==> config.mk <==
export PLATFORM = sky130hd
export DESIGN_NAME = avalon_bcd_display_writer
export DESIGN_NICKNAME = d
export VERILOG_FILES = /design/src/rtl/avalon_bcd_display_writer.sv
export SDC_FILE = /design/constraint.sdc
export NUM_CORES = 1
export LEC_CHECK = 0
export CORE_ASPECT_RATIO = 1.2
export CORE_MARGIN = 3
export CORE_UTILIZATION = 45
export CTS_BUF_LIST = sky130_fd_sc_hd__clkbuf_4
export DETAILED_ROUTE_END_ITERATION = 12
export PLACE_DENSITY = 0.7
export REMOVE_ABC_BUFFERS = 1
export SETUP_SLACK_MARGIN = 0.05
export SLEW_MARGIN = 30
export SYNTH_ARGS = -nofsm -noshare
export SYNTH_HDL_FRONTEND = slang
export SYNTH_SLANG_ARGS = --single-unit
export TNS_END_PERCENT = 1
==> constraint.sdc <==
create_clock -name clk -period 2.6 [get_ports clk]
set_clock_uncertainty 0.15 [all_clocks]
set_input_delay 0.26 -clock clk [delete_from_list [all_inputs] [get_ports clk]]
set_output_delay 0.26 -clock clk [all_outputs]
set_load 0.02 [all_outputs]
==> src/rtl/avalon_bcd_display_writer.sv <==
// Avalon-MM master that converts a binary value to BCD (shift-and-add-3, one
// bit per cycle) and writes one digit per address to a seven-segment display slave.
module avalon_bcd_display_writer #(
    parameter int NUM_SEGMENT = 6,
    parameter int VALUE_WIDTH = 20
) (
    input  logic                   clk,
    input  logic                   rst_n,
    input  logic [VALUE_WIDTH-1:0] value_i,
    input  logic                   valid_i,
    output logic                   ready_o,
    output logic [2:0]             avm_address_o,
    output logic [3:0]             avm_byteenable_o,
    output logic                   avm_write_o,
    output logic [31:0]            avm_writedata_o,
    input  logic                   avm_waitrequest_i,
    output logic                   overflow_o,
    output logic                   done_o
);
    localparam int CNT_W = $clog2(VALUE_WIDTH + 1);
    localparam logic [VALUE_WIDTH:0] MAX_VAL  = (VALUE_WIDTH+1)'(10**NUM_SEGMENT - 1);
    localparam logic [2:0]           LAST_IDX = 3'(NUM_SEGMENT - 1);

    typedef enum logic [1:0] {IDLE, CONVERT, WRITE} state_t;

    state_t                        state, state_nxt;
    logic [VALUE_WIDTH-1:0]        shift_q, shift_nxt;
    logic [NUM_SEGMENT-1:0][3:0]   bcd_q, bcd_adj, bcd_nxt;
    logic [CNT_W-1:0]              cnt_q;
    logic                          ovf_in, last_bit, wr_ack, last_wr;
    logic [2:0]                    idx_nxt;

    assign ovf_in   = {1'b0, value_i} > MAX_VAL;
    assign last_bit = (cnt_q == CNT_W'(1));
    assign wr_ack   = avm_write_o && !avm_waitrequest_i;
    assign last_wr  = wr_ack && (avm_address_o == LAST_IDX);
    assign idx_nxt  = avm_address_o + 3'd1;
    assign ready_o  = (state == IDLE);

    // Digit correction is per digit with no carry; the shift then moves the
    // top bit of each digit into the next one.
    always_comb begin
        bcd_adj = bcd_q;
        for (int i = 0; i < NUM_SEGMENT; i++)
            if (bcd_q[i] >= 4'd5)
                bcd_adj[i] = bcd_q[i] + 4'd3;
        {bcd_nxt, shift_nxt} = {bcd_adj, shift_q} << 1;
    end

    always_ff @(posedge clk or negedge rst_n) begin
        if (!rst_n) state <= IDLE;
        else        state <= state_nxt;
    end

    always_comb begin
        state_nxt = state;
        case (state)
            IDLE:    if (valid_i)  state_nxt = ovf_in ? WRITE : CONVERT;
            CONVERT: if (last_bit) state_nxt = WRITE;
            WRITE:   if (last_wr)  state_nxt = IDLE;
            default: state_nxt = IDLE;
        endcase
    end

    always_ff @(posedge clk or negedge rst_n) begin
        if (!rst_n) begin
            shift_q          <= '0;
            bcd_q            <= '0;
            cnt_q            <= '0;
            overflow_o       <= 1'b0;
            done_o           <= 1'b0;
            avm_write_o      <= 1'b0;
            avm_address_o    <= '0;
            avm_byteenable_o <= '0;
            avm_writedata_o  <= '0;
        end else begin
            done_o <= 1'b0;
            case (state)
                IDLE: if (valid_i) begin
                    shift_q    <= value_i;
                    cnt_q      <= CNT_W'(VALUE_WIDTH);
                    overflow_o <= ovf_in;
                    if (ovf_in) begin
                        // Out-of-range values skip conversion and show 'E' on every digit.
                        bcd_q            <= {NUM_SEGMENT{4'hE}};
                        avm_write_o      <= 1'b1;
                        avm_address_o    <= 3'd0;
                        avm_byteenable_o <= 4'b0001;
                        avm_writedata_o  <= {28'b0, 4'hE};
                    end else begin
                        bcd_q <= '0;
                    end
                end
                CONVERT: begin
                    bcd_q   <= bcd_nxt;
                    shift_q <= shift_nxt;
                    cnt_q   <= cnt_q - CNT_W'(1);
                    if (last_bit) begin
                        avm_write_o      <= 1'b1;
                        avm_address_o    <= 3'd0;
                        avm_byteenable_o <= 4'b0001;
                        avm_writedata_o  <= {28'b0, bcd_nxt[0]};
                    end
                end
                WRITE: if (wr_ack) begin
                    if (last_wr) begin
                        avm_write_o      <= 1'b0;
                        avm_address_o    <= 3'd0;
                        avm_byteenable_o <= 4'b0000;
                        avm_writedata_o  <= '0;
                        done_o           <= 1'b1;
                    end else begin
                        avm_address_o   <= idx_nxt;
                        avm_writedata_o <= {28'b0, bcd_q[idx_nxt]};
                    end
                end
                default: ;
            endcase
        end
    end
endmodule

==> key figures, run 1 <==
Run status
  • Status: complete, no violations

Power and ir drop
  • Seq pwr share: 33.3%
  • Switching fraction of total power: 44.3%
  • PwrDens: 1200 nW/um^2
  • Internal: 2930 uW
  • Clock power frac: 13.2%
  • Leakage: 0.00189 uW
  • Switching pwr: 2330 uW
  • Maximum vdd drop: 0.000613 V
  • Logic gate share of total power: 53.5%

Setup path
  • CP Launch Type: flip-flop
  • Crit path capture: ready_o
  • Setup crit start: state[0]
  • Setup crit end kind: output pin
  • R2r setup slk: 0.22 ns
  • Crit-path max FO: 12
  • R2r worst-path depth: 6
  • Worst r2r dst: avm_address_o[0]
  • Required time worst endpoint: 2.19 ns
  • Worst reg2reg path startpoint: cnt_q[1]
  • Critical Path AT: 2.01 ns
  • Crit Path Category: flip-flop to output pin

Timing
  • Setup WS post-layout: 0.184 ns
  • RSZ-0062 raised after global routing: false
  • WHS: 0.249 ns
  • Period utilization: 92.9%
  • Tightest Pin Transition: 0.697 ns
  • Crit path time final: 2.42 ns
  • Max-slew headroom: 53.5%
  • Setup violations, final: 0
  • Fmax: 414 MHz
  • Final Max Tran Viols: 0
  • Fin. Hold Viols: 0

Logic synthesis
  • YS warnings: 0
  • Number of synthesized flops with an enable pin: 0
  • Primary FF master, synth: dfrtp_1
  • Synth cell types: 50
  • Post-synthesis cell count: 394
  • Avg Cell Area, Syn: 9.65 sq um
  • Asr flop ratio synth: 100%
  • Synthesized area: 3800 sq um
  • Seq/Total Area, Yosys: 40.2%
  • Yosys reg bits: 61

Clocking
  • Root Driver: clkbuf_4
  • Skew-Pair Late Insertion Delay: 0.43 ns
  • Clock-pin slew on the worst setup and hold paths: 0.13 ns
  • CTS sink cnt: 61
  • CTS max path bufs: 2
  • H-tree levels: 3
  • Total CTS buffers: 9
  • CTS tree: done

Placement
  • Place WS: 0.101 ns
  • Placed cell count: 540
  • Dpl hpwl: 6.17 mm
  • Gpl congestion: 0.840
  • Port Buffers: 35

Layout
  • Nets: 482
  • Post-synthesis to final-layout area growth: 15.5%
  • Fill count: 743
  • Ant. Diodes: 0
  • Layout Cells excl Fill: 557
  • Commonest non-fill, non-tap cells in the layout: dfrtp_1 (61), o21ai_0 (43), clkdlybuf4s50_1 (34), nand2_1 (32), conb_1 (31)
  • Share of cells above drive strength 1: 12.0%
  • Most common cell after layout, fill and taps aside: dfrtp_1

Global routing
  • Total Routing Usage GR: 18.2%
  • Total global routing overflow: 0
  • Largest net degree at the start of global routing: 39
  • Vias in the first global route: 3060
  • First-pass GRT wire length: 14.0 mm
  • Initial antenna violation count: 0

Detailed routing
  • DR iter-0 viols: 220
  • Wirelength, routed: 8.44 mm
  • Remaining DRCs: 0
  • Drt pass-1 iters: 5
  • Vias: 3034
  • Post-DRT Antenna Nets: 0
  • Routed vias/inst: 5.45
  • Wire per inst: 15.2 um

Floorplan
  • Core area: 8150 sq um
  • Initial core utilization: 46.6%
  • DIE AREA: 9590 sq um
  • Die H: 107 um
  • Die span in x: 89.9 um
  • I/O pin total: 67
  • Rows: 36

Hold path
  • Min-Delay Path Class: input port to asynchronous set/reset pin

Flow run
  • Max-Cap Viols: 0
-- area by class of cell --
type	count	area, sq um	area share, %
Inverter	20	75.1	1.71
Multi-Input combinational cell	293	2000	45.5
Timing Repair Buffer	53	508	11.6
Clock buffer	9	67.6	1.54
Tap cell	114	143	3.25
Sequential cell	61	1530	34.8
Clock inverter	7	75.1	1.71
-- flip-flops by register name (all words and copies together) (netlist names) --
register,flops
avm_address_o,3
avm_write_o,1
avm_writedata_o,4
bcd_q,24
cnt_q,5
done_o,1
overflow_o,1
shift_q,20
state,2
-- per-stage QoR --
step / instance area [sq um] / TNS (ns) / total power (uW) / util (%)
2_1_floorplan: 3590 / -43.04 / 3680 / -
3_3_place_gp: 4240 / 0 / 4470 / 51.9
3_5_place_dp: 4240 / 0 / 4570 / 51.9
4_1_cts: 4390 / 0 / 5280 / 53.9
5_1_grt: 4390 / 0 / 5700 / 53.9
6_report: 4390 / 0 / 5260 / 53.9
-- how the worst min path moves through the flow --
stage	start	to	slack, ns
after detailed placement	rst_n	shift_q[1]	0.20
after global routing	rst_n	shift_q[9]	0.28
final	rst_n	shift_q[14]	0.25
after floorplan	rst_n	avm_address_o[0]	-0.19
after global placement	rst_n	shift_q[1]	0.20
after CTS	rst_n	shift_q[7]	0.25
-- cell usage after synthesis (4+ instances only) --
cell type | n | area share (%)
dfrtp_1 | 61 | 40
o21ai_0 | 44 | 5.8
buf_4 | 33 | 6.5
nand2_1 | 32 | 3.2
a21oi_1 | 24 | 3.2
mux2i_1 | 23 | 6.1
ha_1 | 20 | 6.6
inv_1 | 20 | 2.0
nor2_1 | 14 | 1.4
clkbuf_1 | 12 | 1.2
o22ai_1 | 11 | 1.8
a31oi_1 | 8 | 1.3
nand2b_1 | 8 | 1.3
nand3_1 | 8 | 1.1
xnor2_1 | 8 | 1.8
nor3_1 | 7 | 0.92
nor3b_1 | 6 | 1.2
mux4_2 | 4 | 2.4
nand4_1 | 4 | 0.66
-- worst max-delay path, stage by stage, from the launching register on --
cell and delay [ns]:
dfrtp_1 0.42, inv_1 0.11, ha_2 0.38, clkdlybuf4s50_1 0.67
-- power by group through the flow --
stage	clock [uW]	combinational, uW	sequential [uW]
floorplan	0	1960	1720
global placement	0	2720	1750
detailed placement	0	2800	1770
CTS	705	2820	1750
global route	748	3140	1810
finish	693	2810	1750
-- kinds of logic after synthesis --
kind of cell    after synthesis  synth area share [%]
mux                          33                  10.5
xor+xnor                     11                  2.53
simple gates                 90                  12.3
other cells                   1                0.0987
flops                        61                  40.2
compound gates              108                  17.3
buf+inv                      70                  10.4
fa+ha+maj                    20                  6.58
-- repair_timing --
item,in CTS,in global routing
gates resized for setup,1,0
hold buffers,1,0
hold endpoints to repair,28,0
buffers inserted,0,0
setup endpoints to repair,1,0
-- metal layers --
metal	track usage [%]	part of all wire, %	up-vias
met4	7.99	2.1	0
met1	20.6	42	1491
met2	32.8	52	85
met5	0	0	-
met3	4.35	4.9	19
li1	-	-	1439
(Power assumes the default switching activity.)
==> inputs of run 2 (changes only) <==
==> constraint.sdc (replaced) <==
create_clock -name clk -period 2.9 [get_ports clk]
set_clock_uncertainty 0.15 [all_clocks]
set_input_delay 0.29 -clock clk [delete_from_list [all_inputs] [get_ports clk]]
set_output_delay 0.29 -clock clk [all_outputs]
set_load 0.02 [all_outputs]
==> key figures, run 2 (synthesized netlist as in run 1, its figures left out) <==
Clocking
  • Clock-pin slew on the worst setup and hold paths: 0.10 ns
  • CTS sink cnt: 61
  • Skew-Pair Late Insertion Delay: 0.40 ns
  • Postcts setup bufs: 0
  • Root Driver: clkbuf_4
  • CTS tree: done
  • CTS max path bufs: 2
  • Total CTS buffers: 9
  • H-tree levels: 3

Setup path
  • Max stage delay on crit path: 0.71 ns
  • Critical Path AT: 2.09 ns
  • Required time worst endpoint: 2.46 ns
  • R2r setup slk: 0.39 ns
  • Setup crit end kind: output pin
  • CP Launch Type: flip-flop
  • CP max stage cell: clkdlybuf4s50_1
  • Crit-path max FO: 12
  • R2r worst-path depth: 6
  • Crit Path Category: flip-flop to output pin
  • Worst-path cell chain: inv_1 -> ha_1 -> clkdlybuf4s50_1

Timing
  • Setup TNS: 0 ns
  • Fin. Hold Viols: 0
  • RSZ-0062 raised after global routing: false
  • WHS: 0.245 ns
  • Tightest Pin Transition: 0.617 ns
  • Period utilization: 87.3%
  • Fmax: 395 MHz
  • Crit path time final: 2.53 ns
  • Setup violations, final: 0
  • Max-slew headroom: 58.4%
  • Final Max Tran Viols: 0

Layout
  • Max reg flops: 24
  • Commonest non-fill, non-tap cells in the layout: dfrtp_1 (61), o21ai_0 (43), clkdlybuf4s50_1 (34), nand2_1 (32), conb_1 (31)
  • Post-synthesis to final-layout area growth: 12.4%
  • Nets: 474
  • Most common cell after layout, fill and taps aside: dfrtp_1
  • Area of the multi-input gates: 1990 sq um
  • Share of cells above drive strength 1: 8.78%
  • Biggest regs: bcd_q x24, shift_q x20, cnt_q x5
  • Sequential Area: 1530 sq um
  • Fill count: 775
  • Largest register by flop count: bcd_q
  • Ant. Diodes: 0

Global routing
  • Total global routing overflow: 0
  • First-pass GRT wire length: 14.0 mm
  • Largest net degree at the start of global routing: 62
  • M1 GR Usage: 21.6%
  • GR Util met2: 31.8%
  • GRT met3 Usage: 4.91%
  • Total Routing Usage GR: 18.1%
  • Initial antenna violation count: 0
  • Vias in the first global route: 2913
  • Gr busiest metal: met2

Floorplan
  • Initial core utilization: 46.6%
  • DIE AREA: 9590 sq um
  • I/O pin total: 67
  • Die span in x: 89.9 um
  • Rows: 36
  • Die H: 107 um
  • Core area: 8150 sq um

Placement
  • Gpl congestion: 0.790
  • Dpl hpwl: 6.04 mm
  • Port Buffers: 35

Power and ir drop
  • Maximum vdd drop: 0.000534 V
  • PwrDens: 1050 nW/um^2
  • Leakage: 0.00184 uW
  • Pwr Total: 4470 uW

Detailed routing
  • Remaining DRCs: 0
  • Routed vias/inst: 5.38
  • Wirelength, routed: 8.32 mm
  • DR iter-0 viols: 225
  • Post-DRT Antenna Nets: 0
  • Drt pass-1 iters: 4
  • Wire per inst: 15.2 um
  • Vias: 2942

Hold path
  • Min-Delay Path Class: input port to asynchronous set/reset pin

Flow run
  • Max-Cap Viols: 0

Run status
  • Status: complete, no violations
-- run 2: changes by cell type in the layout (fill, tap and decap cells not counted), sizes merged --
cell,previous run,this run
clkinvlp,3,0
clkinv,2,5
buf,18,10
inv,21,20
bufinv,1,0
-- run 2: final timing paths --
path	start	endpoint
max in group asynchronous	rst_n	shift_q[16]
hold / removal	rst_n	shift_q[1]
setup reg to reg	cnt_q[1]	avm_address_o[2]
setup / recovery	state[0]	ready_o
min in group clk	shift_q[5]	shift_q[5]
hold reg to reg	shift_q[5]	shift_q[5]
-- run 2: repair_timing --
item	4_1_cts	5_1_grt
endpoints found under the hold margin	61	0
gates resized for setup	0	0
hold buffers	1	0
-- run 2: power breakdown --
| group | total (uW) | leakage [uW] | switching [uW] | internal [uW] |
|---|---|---|---|---|
| sequential | 1580 | 0.000757 | 349 | 1230 |
| combinational | 2440 | 0.00103 | 1370 | 1070 |
| clock | 450 | 0.0000516 | 296 | 154 |
| total | 4470 | 0.00184 | 2020 | 2460 |
-- run 2: cell type report --
class | count | area share [%]
repair buffers | 45 | 10.5
clock inverters | 5 | 0.469
well taps | 114 | 3.34
multi-input cells | 293 | 46.6
inverters | 20 | 1.76
flip-flops and latches | 61 | 35.7
clock buffers | 9 | 1.58
-- run 2: routing by layer --
metal,vias up,share of wire (%),routed length (um)
met5,-,0,0
met4,0,2.0,163
met3,17,5.3,442
met2,81,52,4340
met1,1425,41,3370
li1,1419,-,-
-- run 2: through the flow --
step	cell area, sq um	setup slack, ns	instances	utilization, %
finish	4270	0.367	547	52.4
global route	4270	0.241	547	52.4
CTS	4270	0.327	547	52.4
detailed placement	4180	0.219	532	51.2
global placement	4180	0.282	532	51.2
floorplan	3590	-1.18	374	-
-- run 2: worst max-delay path, delay by kind of cell (launching register included) --
family,cells,cell delay [ns]
fa+ha+maj,1,0.46
buf+inv,2,0.82
flops,1,0.42
==> inputs of run 3 (changes only) <==
--- a/config.mk
+++ b/config.mk
@@ -11,7 +11,6 @@
 export CTS_BUF_LIST = sky130_fd_sc_hd__clkbuf_4
 export DETAILED_ROUTE_END_ITERATION = 12
 export PLACE_DENSITY = 0.7
-export REMOVE_ABC_BUFFERS = 1
 export SETUP_SLACK_MARGIN = 0.05
 export SLEW_MARGIN = 30
 export SYNTH_ARGS = -nofsm -noshare
==> key figures, run 3 (synthesized netlist as in run 1, its figures left out) <==
Power and ir drop
  • PwrDens: 1060 nW/um^2
  • Maximum vdd drop: 0.000422 V
  • Leakage: 0.00185 uW

Setup path
  • Worst r2r dst: bcd_q[15]
  • CP Launch Type: flip-flop
  • Crit Path Category: flip-flop to flip-flop
  • R2r worst-path depth: 7
  • Crit-path max FO: 56
  • Worst reg2reg path startpoint: state[1]
  • Max stage delay on crit path: 0.50 ns
  • CP max stage cell: ha_2
  • Worst-path cell chain: inv_1 -> ha_2 -> inv_1 -> o21a_1 -> buf_4 -> o21ai_0 -> o21ai_0
  • R2r setup slk: 0.35 ns
  • Required time worst endpoint: 3.04 ns
  • Setup crit end kind: flip-flop
  • Critical Path AT: 2.69 ns

Clocking
  • CTS tree: done
  • H-tree levels: 3
  • CTS sink cnt: 61
  • Cts hold-fix bufs: 1
  • Postcts setup bufs: 0
  • Clock-pin slew on the worst setup and hold paths: 0.12 ns
  • Total CTS buffers: 9
  • Root Driver: clkbuf_4
  • Post-CTS sizing: 0
  • CTS max path bufs: 2
  • Skew-Pair Late Insertion Delay: 0.42 ns

Layout
  • Largest register by flop count: bcd_q
  • Max reg flops: 24
  • Commonest non-fill, non-tap cells in the layout: dfrtp_1 (61), o21ai_0 (43), clkdlybuf4s50_1 (34), nand2_1 (32), conb_1 (31)
  • Biggest regs: bcd_q x24, shift_q x20, cnt_q x5
  • Nets: 473
  • Most common cell after layout, fill and taps aside: dfrtp_1
  • Share of cells above drive strength 1: 9.68%
  • Layout Utilization: 52.7%
  • Layout Cells excl Fill: 548
  • Post-synthesis to final-layout area growth: 13.1%
  • Ant. Diodes: 0

Floorplan
  • DIE AREA: 9590 sq um
  • Die H: 107 um
  • Initial core utilization: 46.6%
  • I/O pin total: 67
  • Rows: 36
  • Die span in x: 89.9 um
  • Core area: 8150 sq um

Detailed routing
  • Drt pass-1 iters: 4
  • Post-DRT Antenna Nets: 0
  • Wire per inst: 15.2 um
  • Vias: 2954
  • Remaining DRCs: 0
  • DR iter-0 viols: 218
  • Wirelength, routed: 8.33 mm
  • Routed vias/inst: 5.39

Placement
  • Placed cell count: 531
  • Place WS: 0.200 ns
  • Dpl hpwl: 5.98 mm
  • Gpl congestion: 0.849
  • Port Buffers: 35

Timing
  • Period utilization: 87.8%
  • Crit path time final: 2.55 ns
  • Setup violations, final: 0
  • Setup WS post-layout: 0.354 ns
  • Fmax: 393 MHz
  • WHS: 0.343 ns
  • Max-slew headroom: 43.5%
  • Final Max Tran Viols: 0
  • Fin. Hold Viols: 0
  • Setup TNS: 0 ns
  • Tightest Pin Transition: 0.847 ns
  • RSZ-0062 raised after global routing: false

Global routing
  • Initial antenna violation count: 0
  • First-pass GRT wire length: 13.8 mm
  • Total Routing Usage GR: 17.7%
  • Vias in the first global route: 2866
  • Total global routing overflow: 0
  • Largest net degree at the start of global routing: 57

Run status
  • Status: complete, no violations

Flow run
  • Max-Cap Viols: 0

Hold path
  • Min-Delay Path Class: input port to asynchronous set/reset pin
## run 3: cell count changes in the layout (fill, tap and decap cells not counted)
cell / delta
clkinv_1: -3
buf_12: -1
bufinv_16: +1
clkinvlp_4: +3
clkinv_2: +1
## run 3: metal layers
metal | vias up | part of all wire, % | track usage (%)
li1 | 1418 | - | -
met1 | 1445 | 43 | 22.3
met2 | 77 | 50 | 30.3
met3 | 14 | 5.0 | 2.88
met4 | 0 | 2.3 | 7.55
met5 | - | 0 | 0
## run 3: per-stage QoR
stage / power [uW] / area, sq um
2_1_floorplan: 3410 / 3910
3_3_place_gp: 3910 / 4160
3_5_place_dp: 3990 / 4160
4_1_cts: 4590 / 4300
5_1_grt: 4980 / 4300
6_report: 4580 / 4300
## run 3: report_power, final
group          total [uW]  switching, uW  internal, uW
Sequential           1580            350          1230
Clock                 588            332           256
Combinational        2410           1360          1050
## run 3: cell type report
type | instances | area (sq um)
tap | 114 | 143
fill | 779 | 3850
inverter | 20 | 75.1
timing repair buffer | 44 | 428
clock inverter | 7 | 66.3
clock buffer | 9 | 67.6
sequential | 61 | 1530
multi-input combinational | 293 | 1990
## run 3: critical path: cells and delay by family, from the launching register on
family | cells | cell delay [ns]
compound gates | 3 | 0.60
fa+ha+maj | 1 | 0.50
buf+inv | 3 | 0.71
flops | 1 | 0.43
## run 3: how the worst max path moves through the flow
stage | from | cells past startpoint | to | slack, ns
after CTS | state[1] | 7 | bcd_q[15] | 0.33
after detailed placement | value_i[19] | 5 | avm_address_o[2] | 0.20
after global placement | value_i[19] | 5 | avm_address_o[2] | 0.25
final | state[1] | 7 | bcd_q[15] | 0.35
after floorplan | cnt_q[1] | 7 | avm_address_o[0] | 0.65
after global routing | state[1] | 7 | bcd_q[17] | 0.08
